<file path="src/rtl/parking_gate_ctrl_pkg.sv">
// Shared definitions for the car-park occupancy and entry-barrier controller:
// default geometry, gate FSM state encodings, counter event decode and the
// gate timer width helper.
package parking_gate_ctrl_pkg;

  // Default car-park geometry and gate timing.
  localparam int DEF_CAPACITY     = 15;
  localparam int DEF_CNT_W        = 4;
  localparam int DEF_GATE_TIMEOUT = 100;
  localparam int DEF_HOLD_CYC     = 10;

  // Entry-barrier FSM states. The encodings are shared with the sensor FSM
  // and the display logic, so they are pinned explicitly.
  typedef enum logic [1:0] {
    S_IDLE = 2'd0,
    S_OPEN = 2'd1,
    S_HOLD = 2'd2
  } gate_state_e;

  // What the occupancy counter does with this cycle's sensor pulses.
  typedef enum logic [2:0] {
    EV_NONE = 3'd0,  // no pulse, or entry and exit cancel out
    EV_INC  = 3'd1,  // a car entered and there was room
    EV_DEC  = 3'd2,  // a car left and the park was not empty
    EV_OVF  = 3'd3,  // a car entered while full: count holds, flag it
    EV_UNF  = 3'd4   // a car left while empty: count holds, flag it
  } cnt_event_e;

  // Timer must cover both the OPEN timeout and the HOLD period. Its exit
  // compares fire at N-1, so $clog2 of the larger limit is enough; clamp to
  // one bit so a degenerate limit of 1 still gives a legal vector.
  function automatic int timer_width(input int gate_timeout, input int hold_cyc);
    int max_lim;
    int w;
    max_lim = (gate_timeout > hold_cyc) ? gate_timeout : hold_cyc;
    w       = $clog2(max_lim);
    return (w < 1) ? 1 : w;
  endfunction

  // Decode the sensor pulses against the current full/empty state.
  function automatic cnt_event_e classify(input logic up, input logic dn,
                                          input logic is_full, input logic is_empty);
    cnt_event_e ev;
    ev = EV_NONE;
    if (up && !dn) begin
      ev = is_full ? EV_OVF : EV_INC;
    end else if (dn && !up) begin
      ev = is_empty ? EV_UNF : EV_DEC;
    end
    return ev;
  endfunction

endpackage

</file>
<file path="src/rtl/parking_gate_ctrl_occ_counter.sv">
// Saturating occupancy counter. Counts car entries/exits from the sensor
// pulses, decodes full/empty straight from the count register and keeps
// sticky overflow/underflow flags that clear on request.
module occ_counter
  import parking_gate_ctrl_pkg::*;
#(
  parameter int CAPACITY = DEF_CAPACITY,
  parameter int CNT_W    = DEF_CNT_W
) (
  input  logic             clk,
  input  logic             rst_n,
  input  logic             inc_i,
  input  logic             dec_i,
  input  logic             clr_err_i,
  output logic [CNT_W-1:0] count_o,
  output logic             full_o,
  output logic             empty_o,
  output logic             overflow_o,
  output logic             underflow_o
);

  localparam logic [CNT_W-1:0] CAP_VAL = CNT_W'(CAPACITY);

  logic [CNT_W-1:0] count_q, count_d;
  logic             ovf_q, ovf_d;
  logic             unf_q, unf_d;
  logic             full_w, empty_w;
  cnt_event_e       ev_w;

  // full/empty come straight off the count register, so they track it with
  // no extra cycle of delay.
  assign full_w  = (count_q == CAP_VAL);
  assign empty_w = (count_q == '0);
  assign ev_w    = classify(inc_i, dec_i, full_w, empty_w);

  // Next count and next error flags from this cycle's event.
  always_comb begin
    // NOTE: every always_comb output gets a default first, so no path
    // through the block can leave it unassigned and infer a latch.
    count_d = count_q;
    case (ev_w)
      EV_INC:  count_d = count_q + CNT_W'(1);
      EV_DEC:  count_d = count_q - CNT_W'(1);
      default: count_d = count_q;
    endcase
    // A fresh error in the same cycle as clr_err wins: the flag stays set.
    ovf_d = (ev_w == EV_OVF) || (ovf_q && !clr_err_i);
    unf_d = (ev_w == EV_UNF) || (unf_q && !clr_err_i);
  end

  // Count and sticky flag registers.
  always_ff @(posedge clk or negedge rst_n) begin
    if (!rst_n) begin
      count_q <= '0;
      ovf_q   <= 1'b0;
      unf_q   <= 1'b0;
    end else begin
      // NOTE: sequential state uses non-blocking assignments so every
      // register samples the pre-edge values, regardless of statement order.
      count_q <= count_d;
      ovf_q   <= ovf_d;
      unf_q   <= unf_d;
    end
  end

  assign count_o     = count_q;
  assign full_o      = full_w;
  assign empty_o     = empty_w;
  assign overflow_o  = ovf_q;
  assign underflow_o = unf_q;

endmodule

</file>
<file path="src/rtl/parking_gate_ctrl.sv">
// Car-park occupancy and entry-barrier controller. The occupancy counter
// follows the sensor pulses in every gate state; the barrier FSM opens on a
// waiting car (unless full), waits for the car to enter, holds the barrier
// open for a fixed time, then closes. An OPEN with no car aborts after a
// timeout and reports it with a one-cycle pulse.
module parking_gate_ctrl
  import parking_gate_ctrl_pkg::*;
#(
  parameter int CAPACITY     = DEF_CAPACITY,
  parameter int CNT_W        = DEF_CNT_W,
  parameter int GATE_TIMEOUT = DEF_GATE_TIMEOUT,
  parameter int HOLD_CYC     = DEF_HOLD_CYC
) (
  input  logic             clk,
  input  logic             rst,
  input  logic             req_in,
  input  logic             sumar,
  input  logic             restar,
  input  logic             clr_err,
  output logic [CNT_W-1:0] count,
  output logic             full,
  output logic             empty,
  output logic             gate_open,
  output logic             timeout_p,
  output logic             overflow_err,
  output logic             underflow_err
);

  localparam int                   TIMER_W   = timer_width(GATE_TIMEOUT, HOLD_CYC);
  localparam logic [TIMER_W-1:0]   OPEN_LAST = TIMER_W'(GATE_TIMEOUT - 1);
  localparam logic [TIMER_W-1:0]   HOLD_LAST = TIMER_W'(HOLD_CYC - 1);

  gate_state_e        state_q;
  logic [TIMER_W-1:0] timer_q;
  logic               gate_open_q;
  logic               timeout_p_q;
  logic               full_w;

  // Occupancy: the sensors are the authority, so counting runs in every
  // gate state and restar never touches the barrier.
  occ_counter #(
    .CAPACITY (CAPACITY),
    .CNT_W    (CNT_W)
  ) u_occ (
    .clk         (clk),
    .rst_n       (rst),
    .inc_i       (sumar),
    .dec_i       (restar),
    .clr_err_i   (clr_err),
    .count_o     (count),
    .full_o      (full_w),
    .empty_o     (empty),
    .overflow_o  (overflow_err),
    .underflow_o (underflow_err)
  );

  assign full = full_w;

  // Barrier FSM with its timer and registered motor/timeout outputs. The
  // asynchronous reset drops gate_open at once, even mid-OPEN or mid-HOLD.
  always_ff @(posedge clk or negedge rst) begin
    if (!rst) begin
      state_q     <= S_IDLE;
      timer_q     <= '0;
      gate_open_q <= 1'b0;
      timeout_p_q <= 1'b0;
    end else begin
      timeout_p_q <= 1'b0;
      case (state_q)
        S_IDLE: begin
          // A waiting car is ignored while the park is full.
          if (req_in && !full_w) begin
            state_q     <= S_OPEN;
            timer_q     <= '0;
            gate_open_q <= 1'b1;
          end
        end
        S_OPEN: begin
          if (sumar) begin
            state_q <= S_HOLD;
            timer_q <= '0;
          end else if (timer_q == OPEN_LAST) begin
            state_q     <= S_IDLE;
            timer_q     <= '0;
            gate_open_q <= 1'b0;
            timeout_p_q <= 1'b1;
          end else begin
            timer_q <= timer_q + TIMER_W'(1);
          end
        end
        S_HOLD: begin
          // A second sumar here only counts; the hold is not restarted.
          if (timer_q == HOLD_LAST) begin
            state_q     <= S_IDLE;
            timer_q     <= '0;
            gate_open_q <= 1'b0;
          end else begin
            timer_q <= timer_q + TIMER_W'(1);
          end
        end
        default: begin
          state_q     <= S_IDLE;
          timer_q     <= '0;
          gate_open_q <= 1'b0;
        end
      endcase
    end
  end

  assign gate_open = gate_open_q;
  assign timeout_p = timeout_p_q;

endmodule
</file>
<file path="config.mk">
export PLATFORM = sky130hd
export DESIGN_NAME = parking_gate_ctrl
export DESIGN_NICKNAME = d
export VERILOG_FILES = /design/src/rtl/parking_gate_ctrl_pkg.sv /design/src/rtl/parking_gate_ctrl_occ_counter.sv /design/src/rtl/parking_gate_ctrl.sv
export SDC_FILE = /design/constraint.sdc
export NUM_CORES = 1
export LEC_CHECK = 0
export ABC_CLOCK_PERIOD_IN_PS = 2000
export CORE_MARGIN = 2
export CORE_UTILIZATION = 47
export DETAILED_ROUTE_END_ITERATION = 10
export PLACE_DENSITY = 0.8
export SLEW_MARGIN = 20
export SYNTH_ARGS = -nofsm -noshare
export SYNTH_HDL_FRONTEND = slang
export SYNTH_SLANG_ARGS = --single-unit
</file>
<file path="constraint.sdc">
create_clock -name clk -period 2 [get_ports clk]
set_input_delay 0.4 -clock clk [delete_from_list [all_inputs] [get_ports clk]]
set_output_delay 0.4 -clock clk [all_outputs]
set_load 0.05 [all_outputs]
</file>
### Word level (Yosys, flattened, before mapping)

Index checks and enable logic that the tools add are counted.

* bits in registers: 17
* memories kept: 0
* latch bits: 0
* logic and storage cells: 63
* memory bits (writable): 0
* memory bits (read-only): 0

* mux-type cells: 23
* order comparisons: 0
* multiply operators: 0
* divide/modulo/power cells: 0
* equality and inequality tests: 14
* add/sub/neg operators: 3
* bitwise logic cells: 0
* shifts and indexed selects: 0
* reductions and logical operators: 16

Operators by type and width (count)
* 7-bit 2-to-1 mux: 4
* 7-bit case mux with 3 select lines: 1
* 2-bit 2-to-1 mux: 5
* 3-bit 2-to-1 mux: 3
* 2-bit != test (second input constant): 4
* 4-bit case mux with 2 select lines: 1
* 7-bit by 1-bit adder with 7-bit output (second input constant): 1
* 7-bit by 4-bit equality test with 1-bit output (second input constant): 1
* 7-bit equality test (second input constant): 1
* 1-bit 2-to-1 mux: 7
* 3-bit by 2-bit equality test with 1-bit output (second input constant): 2
* 2-bit case mux with 3 select lines: 1
* 1-bit logical AND: 5
* 4-bit by 1-bit adder with 4-bit output (second input constant): 1
* 4-bit equality test (second input constant): 1
* 1-bit logical NOT: 4
* 4-bit logical NOT: 1
* 4-bit AND reduction: 1
* 4-bit by 1-bit subtractor with 4-bit output (second input constant): 1
* 3-bit by 1-bit equality test with 1-bit output (second input constant): 1
* 3-bit equality test (second input constant): 1
* 3-bit != test (second input constant): 1
* 1-bit case mux with 3 select lines: 1
* 3-bit AND reduction: 1
* 5 further kinds: 6

### Longest topological paths before layout

Gate-level depths: netlist of run 1.

* depth in word-level cells: 6
* mapped depth: 8
* depth with buffers taken out: 7

### Hierarchy

From an unflattened synthesis of run 1, not the netlist that was laid out.

* cells, all modules: 106
* area, all modules: 1129.8 µm²

By module, submodules not included
* parking_gate_ctrl: times used 1, cells an instance 73, seq. area each 275.3 µm², area an instance 757.0 µm²
* occ_counter: times used 1, cells an instance 33, seq. area each 150.1 µm², area an instance 372.9 µm²

### Worst setup path after synthesis of run 1

OpenSTA, ideal clock, no wires.

* path type: register -> output
* start point: register u_occ.count_q[1] (netlist: u_occ.count_o[1])
* end point: output empty
* cell stages (with the launch flop): 3
* buffers on the path: 1
* slack: -798 ps
* arrival time: 2398 ps
* cells stage by stage: dfrtp_1 -> buf_2 -> nor4_1

* longest elaborated chain between the ends: 1

RTL lines
* start: declaration: RTL line parking_gate_ctrl_occ_counter.sv:24 `logic [CNT_W-1:0] count_q, count_d;`
* start signal: assignment: RTL line parking_gate_ctrl_occ_counter.sv:60 `count_q <= count_d;`
* 4-bit logical NOT: RTL line parking_gate_ctrl_occ_counter.sv:33 `assign empty_w = (count_q == '0);`
* end: declaration: RTL line parking_gate_ctrl.sv:22 `output logic empty,`

No other way between the ends.

### Worst setup path in the final report of run 1

* start point: register u_occ.count_q[0] (netlist: u_occ.count_o[0])
* end point: output empty

Same word-level chain as after synthesis.

==> results of run 1 <==
-- worst paths after layout --
path,from,endpoint,cells past startpoint
max,u_occ.count_o[0]$_DFFE_PN0P_,empty,3
min,rst,timer_q[0]$_DFFE_PN0P_,2
max reg2reg,u_occ.count_o[0]$_DFFE_PN0P_,u_occ.count_o[1]$_DFFE_PN0P_,6
min reg2reg,u_occ.underflow_o$_DFF_PN0_,u_occ.underflow_o$_DFF_PN0_,2
max in group asynchronous,rst,u_occ.count_o[0]$_DFFE_PN0P_,2
min in group clk,u_occ.underflow_o$_DFF_PN0_,u_occ.underflow_o$_DFF_PN0_,2
-- placed cells by master, fill, tap and decap left out, drive strengths merged --
master          n
o21ba           1
mux2i           1
o41a            1
or3             4
a32oi           1
or4             1
nand4           2
nand4b          2
o22ai           1
o21ai           8
o41ai           3
clkinv          1
o31ai           3
clkdlybuf4s50   9
o311ai          1
xnor2           3
buf            17
nand3b          1
nand2           7
a22oi           5
nor4            1
and2            1
xor2            1
ha              6
clkbuf          3
nand2b          3
a2111oi         1
dfrtp          17
a21oi           2
inv             9
mux2            1
or2             1
nor2            5
nand3           4
o21bai          1
nor3            2
a21o            2
-- sequential cells by signal, indices dropped and copies added (netlist names) --
signal / cells
u_occ.count_o: 4
u_occ.underflow_o: 1
state_q: 2
timeout_p: 1
timer_q: 7
u_occ.overflow_o: 1
gate_open: 1
-- layout make-up --
cell class | count | area (µm²)
multi-input combinational | 76 | 601
timing repair buffer | 26 | 243
fill | 176 | 651
clock inverter | 1 | 5.00
inverter | 9 | 33.8
tap | 27 | 33.8
sequential | 17 | 433
clock buffer | 3 | 22.5
-- power groups by stage --
stage          clock (W)  combinational, W  sequential, W
2_1_floorplan          0          0.000539       0.000741
3_3_place_gp           0          0.000972       0.000584
3_5_place_dp           0          0.000999       0.000592
4_1_cts         0.000187           0.00100       0.000585
5_1_grt         0.000207           0.00110       0.000600
6_report        0.000184           0.00101       0.000585
-- stage by stage --
stage                     area (µm²)  utilization [%]  setup slack, ps  power [W]
after floorplan                 1080                -             33.6    0.00128
after global placement          1340             66.3            -22.7    0.00156
after detailed placement        1340             66.3            -96.5    0.00159
after CTS                       1370             67.6             55.5    0.00177
after global routing            1370             67.8             13.1    0.00191
final                           1370             67.8             70.6    0.00178
-- routing by layer --
metal	share of wire (%)	GRT usage, %	up-vias
li1	-	-	445
met1	45	26.9	468
met2	51	33.8	18
met3	3.1	2.63	2
met4	0.44	4.95	0
met5	0	0	-
-- kinds of logic (layout without fill, tap and decap cells) --
kind of cell	after synthesis	in the layout	synth area share (%)
xor gates and xnor gates	4	4	3.39
muxes	2	2	2.06
buffers and inverters	11	39	4.48
AOI/OAI and AO/OA	30	30	23.5
adders and majority gates	6	6	7.27
DFF	17	17	41.2
and+or+nand+nor	34	34	18.1
-- worst register-to-register path: stages (launching register included) --
cell	delay [ps]
dfrtp_4	500
o41ai_4	390
nor2_2	80
xor2_1	150
ha_1	300
o311ai_1	270
o21ai_1	110
==> parameters.txt, run 1 <==
Parameter                              Value

Synth
  Post-synthesis cell type count ... 39
  Syn_nets ... ~120
  Number of warning messages in the yosys log ... 0
  Top cell types by occurrence after synthesis ... dfrtp_1, inv_1, nand2_1, o21ai_0, ha_1
  Sequential share of the synthesized area ... between 40 and 50%
  Synthesized instance count ... 104
  Cell taking the most area after synthesis ... dfrtp_1
  Share of Yosys cell area claimed by the top area cell type ... between 40% and 50%
  Synthesized flop and latch total ... 17
  Summed instance area of the synthesized netlist ... just over 0.001 mm²
  Cells taking the most area after synthesis ... dfrtp_1, ha_1, a22oi_1
  Synth Flop Type ... dfrtp_1
  Cell with the most instances after synthesis ... dfrtp_1
  Number of flops mapped to enable cells by yosys ... 0
  Post-synthesis async set-or-reset flop share ... 100%
  Synth Area per Inst ... 9.93 µm²

Placed design
  Input/output buffers ... 15
  Number of instances in the placed design ... roughly 160
  GP Congestion ... about 0.79
  Detailed-placement wirelength estimate ... between 1500 and 2000 µm

Die
  Number of placed I/O pins ... 16
  Core box area ... approximately 0.0020 mm²
  Initial core utilization ... between 50% and 60%
  Vertical die dimension ... 50.9 µm
  Cell Rows ... 16
  Overall die area ... ~0.0026 mm²
  Overall die width ... 50.9 µm

Power
  Part of the total power dissipated in sequential elements ... between 30% and 40%
  Portion of total power attributed to combinational logic ... 56.8%
  Switching share of total power ... 48.1%
  LEAKAGE ... approximately 0.58 nW
  Relative contribution of the clock network to total power ... a little over a tenth
  Max VDD drop ... 1.06 mV
  Power density normalized to cell area ... 1300 mW/mm²
  Cell-internal power ... approximately 0.0009 W
  P_sw ... ~0.00086 W

Global route
  GRT overflow ... 0
  Global-route usage over all layers ... roughly a fifth
  Wire length of the first global-routing pass ... around 3900 µm
  Via count of the first global-routing pass ... approximately 870
  Initial antenna violation count ... 0
  Largest net degree at the start of global routing ... 18

Worst setup path
  Cell type of the slowest stage on the worst timing path ... dfrtp_4
  Minimum setup slack among reg-to-reg paths ... ~71 ps
  Crit path DAT ... approximately 1500 ps
  Cell class contributing the biggest share of worst-path delay ... flip-flops
  Nature of the critical path endpoint ... output pin
  Max incr delay on CP ... ~500 ps
  Cell-by-cell listing of the critical path ... buf_4, nor4_4, buf_12
  Maximum fanout along the worst path ... 7
  Type of the setup path with the least slack ... flop to output pin
  Combined buffer and inverter count along the critical path ... 2
  Worst EP required ... 1600 ps
  Startpoint types ... flop

Cells and area
  Layout overhead on the synthesized area ... 32.8%
  Total inserted antenna cells ... 0
  Nets@finish ... approximately 150
  Count of non-filler cells in the finished layout ... ~160
  Fraction of final layout cells with drive strength greater than 1 ... 28.0%

Clock network
  Post-CTS resize count ... 0
  CTS buffer count ... 3
  Worst skew pair latency ... 290 ps
  Number of post-CTS setup repair buffers ... 0
  TritonCTS Sinks ... 17
  H-tree depth ... 1
  CTS tree ... done
  Clock transition at path regs ... about 100 ps
  Post-CTS Hold Fix Bufs ... 0
  Clock Tree Buf Depth ... 2
  Root buf cell ... clkbuf_4

Drt
  Remaining DRCs ... 0
  Remaining antenna violation count ... 0
  First-iteration detailed-routing DRC count ... 21
  DR vias/cell ... approximately 6
  Detailed-route wire length ... between 2000 and 2500 µm
  Mean routed wirelength per cell ... 14.3 µm
  Via total after detailed routing ... around 930
  Number of iterations in the first detailed-routing pass ... 4

Timing
  Unrepaired setup endpoints after global routing ... false
  Peak Freq ... between 500 and 600 MHz
  Share of the clock period used by the worst path after layout ... between 90% and 100%
  Clock skew ... 4.00 ps
  Slew headroom ... about two thirds
  Post-route minimum period ... roughly 1900 ps
  Slew of the pin with the lowest slew margin ... 493 ps
  Number of max-slew violations in the final report ... 0
  Final Setup Violations ... 0
  Hold WS ... between 400 and 500 ps
  Setup TNS ... 0 ps
  Final hold viol count ... 0

Min path
  Classification of the worst-slack hold path ... input port to async pin

Run status
  Status ... finished clean

Flow run
  Max-cap violations ... 0
(Power assumes the default switching activity.)
==> run 2, diff against run 1 <==
--- a/config.mk
+++ b/config.mk
@@ -9,8 +9,8 @@
 export CORE_MARGIN = 2
 export CORE_UTILIZATION = 47
 export DETAILED_ROUTE_END_ITERATION = 10
+export HOLD_SLACK_MARGIN = 0.1
 export PLACE_DENSITY = 0.8
-export SLEW_MARGIN = 20
 export SYNTH_ARGS = -nofsm -noshare
 export SYNTH_HDL_FRONTEND = slang
 export SYNTH_SLANG_ARGS = --single-unit
==> results of run 2 <==
No change in the layout: final DEF, timing and power equal those of run 1.
